**src/rtl/tmds_deserializer.sv**
```systemverilog
// tmds_deserializer
//   Receive side of one TMDS channel. Shifts in the serial stream one bit per
//   edge of the 10x pixel clock, finds the 10-bit symbol boundary by watching
//   for the four TMDS control tokens, and hands aligned symbols to the
//   downstream TMDS decoder.
//
// Ports
//   clk_pixel_x10  in   bit clock, one serial bit per rising edge
//   reset_n        in   asynchronous active-low reset
//   serial_in      in   TMDS bit stream, LSB of each symbol first
//   word           out  [9:0] last aligned symbol, bit0 = first bit received
//   word_valid     out  one-cycle pulse per symbol while locked
//   ctrl_valid     out  one-cycle pulse when the emitted symbol is a control token
//   ctrl           out  [1:0] {c1,c0} of the last flagged token (held otherwise)
//   locked         out  high while symbol alignment is locked
module tmds_deserializer #(
  parameter int unsigned CHECK_TOKENS   = 4,
  parameter int unsigned TOKEN_TIMEOUT  = 4096,
  parameter int unsigned MISALIGN_LIMIT = 3
) (
  input  logic       clk_pixel_x10,
  input  logic       reset_n,
  input  logic       serial_in,
  output logic [9:0] word,
  output logic       word_valid,
  output logic       ctrl_valid,
  output logic [1:0] ctrl,
  output logic       locked
);

  localparam int unsigned OK_W  = $clog2(CHECK_TOKENS + 1);
  localparam int unsigned TMO_W = $clog2(TOKEN_TIMEOUT + 1);
  localparam int unsigned MIS_W = $clog2(MISALIGN_LIMIT + 1);

  typedef enum logic [1:0] {
    SEARCH,
    CHECK,
    LOCKED
  } state_t;

  state_t            state, state_nxt;
  // Only the nine newest bits are stored: the oldest bit of the 10-bit shift
  // register would be shifted out before ever being compared.
  logic [8:0]        sr;
  logic [9:0]        win;
  logic [3:0]        phase, phase_nxt;
  logic [OK_W-1:0]   ok_cnt, ok_nxt;
  logic [TMO_W-1:0]  tmo_cnt, tmo_nxt;
  logic [MIS_W-1:0]  mis_cnt, mis_nxt;
  logic              is_tok;
  logic [1:0]        tok_code;
  logic              at_wrap;
  logic              tmo_hit;
  logic              bnd;
  logic              rephase;
  logic              emit;

  // Post-shift window: every comparison looks at the register as it will be
  // after this edge.
  assign win     = {serial_in, sr};
  assign at_wrap = (phase == 4'd9);
  assign tmo_hit = (tmo_cnt == TMO_W'(TOKEN_TIMEOUT));

  always_comb begin
    is_tok   = 1'b1;
    tok_code = 2'b00;
    case (win)
      10'h354: tok_code = 2'b00;
      10'h0AB: tok_code = 2'b01;
      10'h154: tok_code = 2'b10;
      10'h2AB: tok_code = 2'b11;
      default: is_tok   = 1'b0;
    endcase
  end

  always_comb begin
    state_nxt = state;
    ok_nxt    = ok_cnt;
    tmo_nxt   = tmo_cnt;
    mis_nxt   = mis_cnt;
    phase_nxt = at_wrap ? 4'd0 : phase + 4'd1;
    rephase   = 1'b0;

    case (state)
      SEARCH: begin
        if (is_tok) begin
          rephase   = 1'b1;
          state_nxt = CHECK;
        end
      end

      CHECK: begin
        if (is_tok && at_wrap) begin
          tmo_nxt = '0;
          ok_nxt  = ok_cnt + OK_W'(1);
          if (ok_nxt == OK_W'(CHECK_TOKENS)) begin
            state_nxt = LOCKED;
            mis_nxt   = '0;
          end
        end else if (is_tok) begin
          rephase = 1'b1;
        end else if (at_wrap) begin
          if (tmo_hit) state_nxt = SEARCH;
          else         tmo_nxt   = tmo_cnt + TMO_W'(1);
        end
      end

      LOCKED: begin
        if (is_tok && at_wrap) begin
          tmo_nxt = '0;
          mis_nxt = '0;
        end else if (is_tok) begin
          if (mis_cnt >= MIS_W'(MISALIGN_LIMIT - 1)) begin
            rephase   = 1'b1;
            state_nxt = CHECK;
          end else begin
            mis_nxt = mis_cnt + MIS_W'(1);
          end
        end else if (at_wrap) begin
          if (tmo_hit) state_nxt = SEARCH;
          else         tmo_nxt   = tmo_cnt + TMO_W'(1);
        end
      end

      default: state_nxt = SEARCH;
    endcase

    // Re-phasing makes this edge the new symbol boundary.
    if (rephase) begin
      phase_nxt = 4'd0;
      ok_nxt    = OK_W'(1);
      tmo_nxt   = '0;
      mis_nxt   = '0;
    end

    bnd  = at_wrap || rephase;
    // Strobes only for symbols that complete while lock is held across the
    // edge, so no pulse ever coincides with locked=0.
    emit = bnd && (state == LOCKED) && (state_nxt == LOCKED);
  end

  always_ff @(posedge clk_pixel_x10 or negedge reset_n) begin
    if (!reset_n) begin
      state      <= SEARCH;
      sr         <= '0;
      phase      <= '0;
      ok_cnt     <= '0;
      tmo_cnt    <= '0;
      mis_cnt    <= '0;
      word       <= '0;
      word_valid <= 1'b0;
      ctrl_valid <= 1'b0;
      ctrl       <= '0;
      locked     <= 1'b0;
    end else begin
      state      <= state_nxt;
      sr         <= win[9:1];
      phase      <= phase_nxt;
      ok_cnt     <= ok_nxt;
      tmo_cnt    <= tmo_nxt;
      mis_cnt    <= mis_nxt;
      if (bnd) word <= win;
      word_valid <= emit;
      ctrl_valid <= emit && is_tok;
      if (emit && is_tok) ctrl <= tok_code;
      locked     <= (state_nxt == LOCKED);
    end
  end

endmodule

```
**config.mk**
```make
export PLATFORM = sky130hd
export DESIGN_NAME = tmds_deserializer
export DESIGN_NICKNAME = d
export VERILOG_FILES = /design/src/rtl/tmds_deserializer.sv
export SDC_FILE = /design/constraint.sdc
export NUM_CORES = 1
export LEC_CHECK = 0
export BUFFER_PORTS_ARGS = -buffer_cell sky130_fd_sc_hd__buf_2
export CAP_MARGIN = 20
export CELL_PAD_IN_SITES_DETAIL_PLACEMENT = 0
export CELL_PAD_IN_SITES_GLOBAL_PLACEMENT = 1
export CORE_ASPECT_RATIO = 0.7
export CORE_UTILIZATION = 42
export DETAILED_ROUTE_END_ITERATION = 16
export PLACE_DENSITY_LB_ADDON = 0.12
export SLEW_MARGIN = 5
export SYNTH_ARGS = -nofsm -noshare
export SYNTH_HDL_FRONTEND = slang
export SYNTH_SLANG_ARGS = --single-unit
```
**constraint.sdc**
```tcl
create_clock -name clk_pixel_x10 -period 2.5 [get_ports clk_pixel_x10]
set_clock_uncertainty 0.1 [all_clocks]
set_input_delay 0.5 -clock clk_pixel_x10 [delete_from_list [all_inputs] [get_ports clk_pixel_x10]]
set_output_delay 0.5 -clock clk_pixel_x10 [all_outputs]
set_load 0.02 [all_outputs]
```
==> reports/qor.yml, run 1 <==
clock-sinks: 48
drive_gt1_share_pct: 31.6
synth_top_area_share_pct: 49.9
clockBufferDepth: 2
nets: 318
placed_cells: 365
synthesis.nets: 252
hold_viol: 0
rr_startpoint: "sr[4]$_DFF_PN0_"
synth_area_leaders: "dfrtp_1 50%, nand2_1 6.2%, ha_1 5.7%"
core_area_um2: 5370
r2r_slack_ns: 0.03
layout_common_cells: "48 x dfrtp_1, 45 x buf_4, 40 x nand2_1, 23 x nor2_1, 17 x buf_2"
start_kind: "register"
crit_arrival_ns: 2.61
crit_path_end: "ctrl[1]$_DFFE_PN0P_"
fin_crit_ns: 2.47
gp_congestion: 0.941
cellLeakagePower_uw: 0.00153
area_growth_pct: 29.3
synth_compound_area_share_pct: 11.8
ctsHtreeMaxLevel: 2
dr_total_vias: 1955
muxShareOfSynthArea_pct: 1.30
grt_pass1_wl_um: 9170
p_per_area_nw_per_um2: 687
tightest_slew_ns: 0.572
ys.flop_type: "dfrtp_1"
antenna_found_initial: 0
syn_area_um2: 2410
finalCritPeriodShare_pct: 98.9
ant_nets: 0
rsz0062_at_grt: "yes"
grt_pass1_vias: 1847
setup_viol: 0
busiest_layer: "met1"
crit_path_end_kind: "register"
worstPathMaxFanout: 7
slew_headroom_pct: 61.9
viasPerCell: 5.20
grtUsageMet1_pct: 31.7
status: "completed"
finalNonFillerCells: 376
hp-class: "in -> async"
use_met3_pct: 4.51
cts_tree: "yes"
numCtsBuffers: 5
synth_top_area_cell: "dfrtp_1"
die-area_um2: 6040
firstDrtPassIters: 5
r2r_end: "ctrl[1]$_DFFE_PN0P_"
syn_inst: 238
ys_warn_count: 0
portBuffers: 17
final_common_cell: "dfrtp_1"
slew_violations: 0
clkLatencyLatePin_ns: 0.30
cp-startpoint: "sr[4]$_DFF_PN0_"
grtUsageMet2_pct: 25.6
synth-xor-area-share_pct: 4.37
worstSetupPathType: "reg -> reg"
synth_top_family_by_area: "simple AND/OR/NAND/NOR gates"
required_ns: 2.64
syn_avg_cell_area_um2: 10.1
ios: 18
synth-simple-area-share_pct: 23.5
peakVddDrop_mv: 0.461
cap_violations: 0
drt_iter0_drc: 59
post-dp-hpwl_um: 4080
routed_wl_um: 5420
fill_cells: 493
synthArstFlopShare_pct: 100
die_x_um: 92.5
seq_area_frac_synth_pct: 49.9
wl_per_cell_um: 14.4
synth_fa_ha_area_share_pct: 5.72
finalSetupTns_ns: 0
rows: 22
cts_root_buf: "clkbuf_8"
fin_util_pct: 57.9
drcViolationCount: 0
r2r_cells: 10
dieHeight_um: 65.3
clock.fmax_mhz: 404
grt_max_degree: 26
cts.hold.buffers_added: 0
path_clk_slew_ns: 0.09
synth_edf_count: 0
netlist-cell-type-count: 51
grtUsageTotal_pct: 19.7
n_antenna_cell: 0
ys_seq_elements: 48
initial_utilization_pct: 44.8
gr-total-overflow: 0
[registers in the layout (all words and copies together) (netlist names)]
name	cells
ctrl	2
ctrl_valid	1
locked	1
mis_cnt	2
ok_cnt	3
phase	4
sr	9
state	2
tmo_cnt	13
word	10
word_valid	1
[worst min path at each step]
stage / startpoint / endpoint / slack (ns) / cells after the start
global route: reset_n / word[0]$_DFFE_PN0P_ / 0.14 / 1
finish: reset_n / word[0]$_DFFE_PN0P_ / 0.09 / 1
detailed placement: word[2]$_DFFE_PN0P_ / word[2]$_DFFE_PN0P_ / 0.35 / 2
CTS: reset_n / word[0]$_DFFE_PN0P_ / 0.12 / 1
floorplan: reset_n / ctrl[0]$_DFFE_PN0P_ / 0.10 / 0
global placement: word[2]$_DFFE_PN0P_ / word[2]$_DFFE_PN0P_ / 0.35 / 2
[per-layer routing]
layer / vias up / share of wire (%)
met5: - / 0
met4: 0 / 0.85
met3: 5 / 4.8
met2: 32 / 39
met1: 941 / 55
li1: 977 / -
[power by group]
group / switching, µW / leakage (µW) / total, µW / internal, µW
clock network: 238 / 0.0000410 / 429 / 190
logic: 418 / 0.000869 / 713 / 295
registers: 77.0 / 0.000617 / 995 / 918
[worst max-delay path, stage by stage, from the launching register on]
cell	delay, ns
dfrtp_1	0.39
nand4bb_4	0.23
buf_4	0.15
nor4_2	0.20
buf_4	0.18
nor3_2	0.06
o32ai_1	0.33
o2111ai_1	0.17
buf_4	0.18
o311ai_1	0.28
a211o_1	0.14
[cells in the mapped netlist (2+ instances only)]
cell      number
dfrtp_1       48
nand2_1       40
nor2_1        24
inv_1         14
ha_1          11
nand3_1       10
xnor2_1        9
o21ai_0        7
nor3_1         5
nor4_1         5
a211oi_1       4
nand4_1        4
nand3b_1       3
nor4_2         3
or3_1          3
xor2_1         3
a211o_1        2
a21o_1         2
a21oi_1        2
a221o_1        2
and3_1         2
buf_6          2
clkbuf_1       2
mux2i_1        2
nor2_2         2
nor4b_1        2
[repair_timing]
action / in CTS / in global routing
pin swaps: 0 / 6
endpoints found under the setup margin: 6 / 24
buffers inserted: 0 / 4
resized for setup: 2 / 19
gates cloned: 0 / 0
[cell families after synthesis]
kind of cell / Yosys count
xor+xnor: 12
mux: 3
compound gates: 34
simple gates: 112
fa+ha+maj: 11
flops: 48
buf+inv: 18
[stage by stage]
step	power, µW	setup WS, ns	area [µm²]	hold slack [ns]
floorplan	1430	0.0388	2410	0.104
global placement	1690	0.0127	2880	0.345
detailed placement	1700	-0.0347	2880	0.352
CTS	2120	0.0268	2970	0.119
global route	2290	-0.122	3110	0.143
finish	2140	0.0263	3110	0.0865
[area by class of cell]
cell class / count / area [µm²] / share of cell area, %
inverters: 14 / 52.6 / 1.69
multi-input cells: 172 / 1250 / 40.1
flip-flops and latches: 48 / 1200 / 38.6
clock inverters: 1 / 5.00 / 0.161
repair buffers: 63 / 443 / 14.2
clock buffers: 6 / 72.6 / 2.33
well taps: 72 / 90.1 / 2.90
No activity file was read; power rests on OpenSTA's default activity.
==> run 2: changes to the inputs <==
--- a/config.mk
+++ b/config.mk
@@ -10,9 +10,11 @@
 export CELL_PAD_IN_SITES_DETAIL_PLACEMENT = 0
 export CELL_PAD_IN_SITES_GLOBAL_PLACEMENT = 1
 export CORE_ASPECT_RATIO = 0.7
+export CORE_MARGIN = 5
 export CORE_UTILIZATION = 42
 export DETAILED_ROUTE_END_ITERATION = 16
-export PLACE_DENSITY_LB_ADDON = 0.12
+export PLACE_DENSITY = 0.74
+export SETUP_SLACK_MARGIN = 0.15
 export SLEW_MARGIN = 5
 export SYNTH_ARGS = -nofsm -noshare
 export SYNTH_HDL_FRONTEND = slang
==> reports/qor.yml, run 2 (synthesis gave the netlist of run 1 again) <==
ios: 18  # unchanged
slew_violations: 0  # unchanged
peakVddDrop_mv: 0.439  # -4.7%
layout_common_cells: "47 x dfrtp_1, 40 x buf_4, 39 x nand2_1, 21 x nor2_1, 17 x buf_2"
cell_internal_pwr_uw: 1420  # +1.1%
finalCritPeriodShare_pct: 97.6  # -1.3 points
pwr-share-seq_pct: 46.0  # -0.6 points
firstDrtPassIters: 4  # -1
cellLeakagePower_uw: 0.00154  # +0.80%
r2r_slack_ns: 0.06  # +0.03 ns
setup_slack_ns: 0.0595  # +0.0332 ns
path_clk_slew_ns: 0.09  # about the same
holdWs_ns: 0.183  # +0.0965 ns
hp-class: "in -> async"
design_area_um2: 3150  # +1.2%
routed_wl_um: 5670  # +4.8%
grtUsageTotal_pct: 16.1  # -3.6 points
finalNonFillerCells: 378  # +0.53%
initial_utilization_pct: 42.7  # -2.2 points
clkLatencyLatePin_ns: 0.30  # about the same
fin_crit_ns: 2.44  # -0.0332 ns
power_frac_comb_pct: 31.8  # -1.6 points
grt_pass1_vias: 1884  # +2.0%
setup_viol: 0  # unchanged
drt_iter0_drc: 136  # +130%
dieHeight_um: 73.3  # +12%
rows: 23  # +4.5%
r2r_end: "tmo_cnt[12]$_DFFE_PN0P_"
portBuffers: 17  # unchanged
die-area_um2: 7370  # +22%
start_kind: "register"
dr_total_vias: 1972  # +0.87%
gr-total-overflow: 0  # unchanged
status: "completed"
p_total_uw: 2180  # +2.2%
placed_area_um2: 2850  # -1.0%
area_growth_pct: 30.8
final_common_cell: "dfrtp_1"
viasPerCell: 5.22  # +0.34%
worstPathMaxFanout: 6  # -1
post-dp-hpwl_um: 3860  # -5.3%
n_antenna_cell: 0  # unchanged
placed_cells: 361  # -1.1%
grt_pass1_wl_um: 9320  # +1.6%
nets: 316  # -0.63%
cts_root_buf: "clkbuf_8"
gp_congestion: 0.918  # -2.4%
crit_arrival_ns: 2.53  # -0.08 ns
drive_gt1_share_pct: 33.3  # +1.8 points
sw_frac_of_total_pct: 35.0  # +0.71 points
hold_viol: 0  # unchanged
cts_tree: "yes"
clockBufferDepth: 2  # unchanged
tightest_slew_ns: 0.602  # +0.0295 ns
slew_headroom_pct: 59.9  # -2.0 points
r2r_cells: 9  # -1
pre_cts_ws_ns: -0.0544  # -0.0197 ns
reg_top3: "tmo_cnt: 13 flops, word: 10 flops, sr: 9 flops"
wl_per_cell_um: 15.0  # +4.2%
required_ns: 2.59  # -0.05 ns
die_x_um: 100  # +8.7%
worstSetupPathType: "reg -> reg"
antenna_found_initial: 0  # unchanged
cap_violations: 0  # unchanged
clock-sinks: 48  # unchanged
ctsHtreeMaxLevel: 2  # unchanged
grt_max_degree: 49  # +88%
drcViolationCount: 0  # unchanged
core_area_um2: 5640  # +5.1%
ant_nets: 0  # unchanged
numCtsBuffers: 5  # unchanged
p_per_area_nw_per_um2: 694  # +0.99%
rr_startpoint: "sr[2]$_DFF_PN0_"
power_switching_uw: 765  # +4.3%
cts.hold.buffers_added: 0  # unchanged
clock.fmax_mhz: 410  # +1.4%
largest_register: "tmo_cnt"
rsz0062_at_grt: "yes"
crit_path_end_kind: "register"
power_frac_clock_pct: 22.2  # +2.1 points
largest_reg_flops: 13  # unchanged
[run 2: worst max path at each step]
stage,from,endpoint,slack (ns),cells after the start
floorplan,sr[2]$_DFF_PN0_,mis_cnt[1]$_DFFE_PN0P_,0.06,6
global placement,sr[4]$_DFF_PN0_,tmo_cnt[12]$_DFFE_PN0P_,0.00003,7
detailed placement,sr[4]$_DFF_PN0_,tmo_cnt[12]$_DFFE_PN0P_,-0.05,7
CTS,tmo_cnt[0]$_DFFE_PN0P_,ctrl[1]$_DFFE_PN0P_,0.10,10
global route,sr[2]$_DFF_PN0_,tmo_cnt[0]$_DFFE_PN0P_,-0.06,8
finish,sr[2]$_DFF_PN0_,tmo_cnt[12]$_DFFE_PN0P_,0.06,9
[run 2: power by group through the flow]
stage | clock, µW | sequential, µW | combinational (µW)
finish | 484 | 1010 | 694
global route | 531 | 1030 | 773
CTS | 497 | 1010 | 680
detailed placement | 0 | 1020 | 672
global placement | 0 | 1010 | 660
floorplan | 0 | 1120 | 315
[run 2: final cells by class]
cell class              instances  area [µm²]
fillers                       530        2490
multi-input cells             173        1290
flip-flops and latches         48        1200
repair buffers                 60         419
well taps                      75        93.8
clock buffers                   7        86.3
inverters                      14        52.6
clock inverters                 1        7.51
[run 2: critical path, cell delays in order (launching register included)]
cell and delay (ns):
dfrtp_1 0.39, nand4bb_1 0.21, or4_4 0.50, a221oi_4 0.34
buf_4 0.17, o21ai_4 0.08, buf_4 0.17, nor4_4 0.16
xnor2_1 0.15, nor2_1 0.05
[run 2: metrics by stage]
| step | util, % | TNS (ns) |
|---|---|---|
| finish | 55.8 | 0 |
| global route | 55.8 | -0.227 |
| CTS | 53.8 | 0 |
| detailed placement | 50.5 | -0.116 |
| global placement | 50.5 | 0 |
| floorplan | - | 0 |
[run 2: layer usage]
metal	part of all wire, %	vias to the layer above	track usage (%)
met5	0	-	0
met4	1.4	0	4.04
met3	5.3	11	3.61
met2	41	49	23.0
met1	52	947	24.7
li1	-	965	-
[run 2: timing repair]
item | in CTS | in global routing
setup endpoints to repair | 17 | 28
gates cloned | 1 | 0
buffers inserted | 4 | 4
pin swaps | 4 | 14
resized for setup | 12 | 18
==> run 3: changes to the inputs <==
--- a/config.mk
+++ b/config.mk
@@ -5,6 +5,7 @@
 export SDC_FILE = /design/constraint.sdc
 export NUM_CORES = 1
 export LEC_CHECK = 0
+export ABC_CLOCK_PERIOD_IN_PS = 2500
 export BUFFER_PORTS_ARGS = -buffer_cell sky130_fd_sc_hd__buf_2
 export CAP_MARGIN = 20
 export CELL_PAD_IN_SITES_DETAIL_PLACEMENT = 0
@@ -14,6 +15,7 @@
 export CORE_UTILIZATION = 42
 export DETAILED_ROUTE_END_ITERATION = 16
 export PLACE_DENSITY = 0.74
+export REMOVE_ABC_BUFFERS = 1
 export SETUP_SLACK_MARGIN = 0.15
 export SLEW_MARGIN = 5
 export SYNTH_ARGS = -nofsm -noshare
==> reports/qor.yml, run 3 (synthesis gave the netlist of run 1 again) <==
clock.fmax_mhz: 399  # -2.6%
hp-class: "in -> async"
status: "finished with violations"
cell_internal_pwr_uw: 1750  # +24%
power_frac_comb_pct: 36.5  # +4.7 points
grtUsageTotal_pct: 16.6  # +0.46 points
slew_headroom_pct: 70.9  # +11 points
setup_viol: 1  # +1
grt_pass1_wl_um: 9590  # +3.0%
p_per_area_nw_per_um2: 776  # +12%
cellLeakagePower_uw: 0.00165  # +7.3%
n_antenna_cell: 0  # unchanged
firstDrtPassIters: 4  # unchanged
dieHeight_um: 73.3  # unchanged
drcViolationCount: 0  # unchanged
final_common_cell: "dfrtp_1"
routed_wl_um: 5980  # +5.4%
drive_gt1_share_pct: 41.9  # +8.6 points
power_switching_uw: 892  # +16%
finalSetupTns_ns: -0.00501  # -0.00501 ns
required_ns: 2.59  # about the same
fin_crit_ns: 2.51  # +0.0645 ns
ios: 18  # unchanged
sw_frac_of_total_pct: 33.7  # -1.3 points
path_delay_family: "simple AND/OR/NAND/NOR gates"
crit_arrival_ns: 2.60  # +0.07 ns
drt_iter0_drc: 82  # -40%
largest_register: "tmo_cnt"
cts_tree: "yes"
cts_root_buf: "clkbuf_8"
slowest_stage: "or4_4"
reg_top3: "tmo_cnt: 13 flops, word: 10 flops, sr: 9 flops"
layout_common_cells: "48 x dfrtp_1, 43 x buf_4, 25 x nand2_1, 18 x nor2_1, 17 x buf_2"
peakVddDrop_mv: 0.565  # +29%
slew_violations: 0  # unchanged
clkLatencyLatePin_ns: 0.30  # about the same
largest_reg_flops: 13  # unchanged
antenna_found_initial: 0  # unchanged
worstSetupPathType: "reg -> reg"
clockBufferDepth: 2  # unchanged
hold_viol: 7  # +7
power_frac_clock_pct: 25.6  # +3.4 points
clock-sinks: 48  # unchanged
worstPathMaxFanout: 5  # -1
violations: "negative hold slack, negative setup slack"
die-area_um2: 7370  # unchanged
area_growth_pct: 41.6
wl_per_cell_um: 15.5  # +3.4%
rsz0062_at_grt: "yes"
portBuffers: 17  # unchanged
post-dp-hpwl_um: 4030  # +4.3%
start_kind: "register"
grt_pass1_vias: 1970  # +4.6%
viasPerCell: 5.25  # +0.57%
dr_total_vias: 2020  # +2.4%
numCtsBuffers: 5  # unchanged
path_clk_slew_ns: 0.09  # about the same
crit_buf_inv: 0  # -2
holdWs_ns: -0.00363  # -0.187 ns
nets: 323  # +2.2%
gr-total-overflow: 0  # unchanged
tightest_slew_ns: 0.437  # -0.165 ns
initial_utilization_pct: 42.7  # unchanged
core_area_um2: 5640  # unchanged
setup_slack_ns: -0.00501  # -0.0645 ns
crit_path_end_kind: "register"
gp_congestion: 0.871  # -5.2%
ctsHtreeMaxLevel: 2  # unchanged
worstPathCellList: "nand4bb_4, or4_4, a221o_1, a221oi_2, mux2_2"
die_x_um: 100  # unchanged
grt_max_degree: 19  # -61%
finalCritPeriodShare_pct: 100  # +2.6 points
rows: 23  # unchanged
pwr-share-seq_pct: 37.9  # -8.1 points
crit_path_max_incr_delay_ns: 0.55  # +0.05 ns
cap_violations: 0  # unchanged
ant_nets: 0  # unchanged
run 3: power by group through the flow:
stage	Sequential (µW)	Combinational, µW	Clock [µW]
2_1_floorplan	1120	306	0
3_3_place_gp	1010	676	0
3_5_place_dp	1010	695	0
4_1_cts	999	723	691
5_1_grt	1020	1050	715
6_report	1000	966	678
run 3: final timing paths:
| path | startpoint | to | slack, ns | depth (start not counted) |
|---|---|---|---|---|
| max | sr[4]$_DFF_PN0_ | mis_cnt[1]$_DFFE_PN0P_ | -0.005 | 5 |
| min reg2reg | sr[1]$_DFF_PN0_ | sr[0]$_DFF_PN0_ | 0.37 | 0 |
| min | reset_n | tmo_cnt[7]$_DFFE_PN0P_ | -0.004 | 1 |
| max reg2reg | sr[4]$_DFF_PN0_ | mis_cnt[1]$_DFFE_PN0P_ | -0.005 | 5 |
| min in group clk_pixel_x10 | serial_in | sr[8]$_DFF_PN0_ | 0.28 | 1 |
| max in group asynchronous | reset_n | state[0]$_DFF_PN0_ | 1.73 | 2 |
run 3: final cells by class:
| cell class | count | area, µm² |
|---|---|---|
| clock buffer | 5 | 68.8 |
| inverter | 14 | 52.6 |
| sequential | 48 | 1200 |
| multi-input combinational | 173 | 1420 |
| tap | 75 | 93.8 |
| fill | 487 | 2230 |
| clock inverter | 3 | 68.8 |
| timing repair buffer | 67 | 504 |
run 3: routing by layer:
layer,global-route usage [%],vias up,part of all wire (%)
met5,0,-,0
met4,4.63,0,1.3
met3,3.04,6,4.6
met2,23.3,49,42
met1,25.9,985,53
li1,-,980,-
run 3: timing repair:
action / in CTS / in global routing
resized for setup: 18 / 51
pin swaps: 16 / 30
buffers inserted: 8 / 4
gates cloned: 1 / 1
hold buffers: 0 / 0
endpoints found under the setup margin: 29 / 33
run 3: through the flow:
stage	cells	setup WS (ns)	power (µW)	util, %	area [µm²]
after floorplan	234	-0.271	1420	-	2380
after global placement	363	-0.0489	1680	50.2	2830
after detailed placement	363	-0.112	1710	50.2	2830
after CTS	380	0.0164	2410	55.8	3150
after global routing	385	-0.174	2780	60.4	3410
final	385	-0.00501	2650	60.4	3410
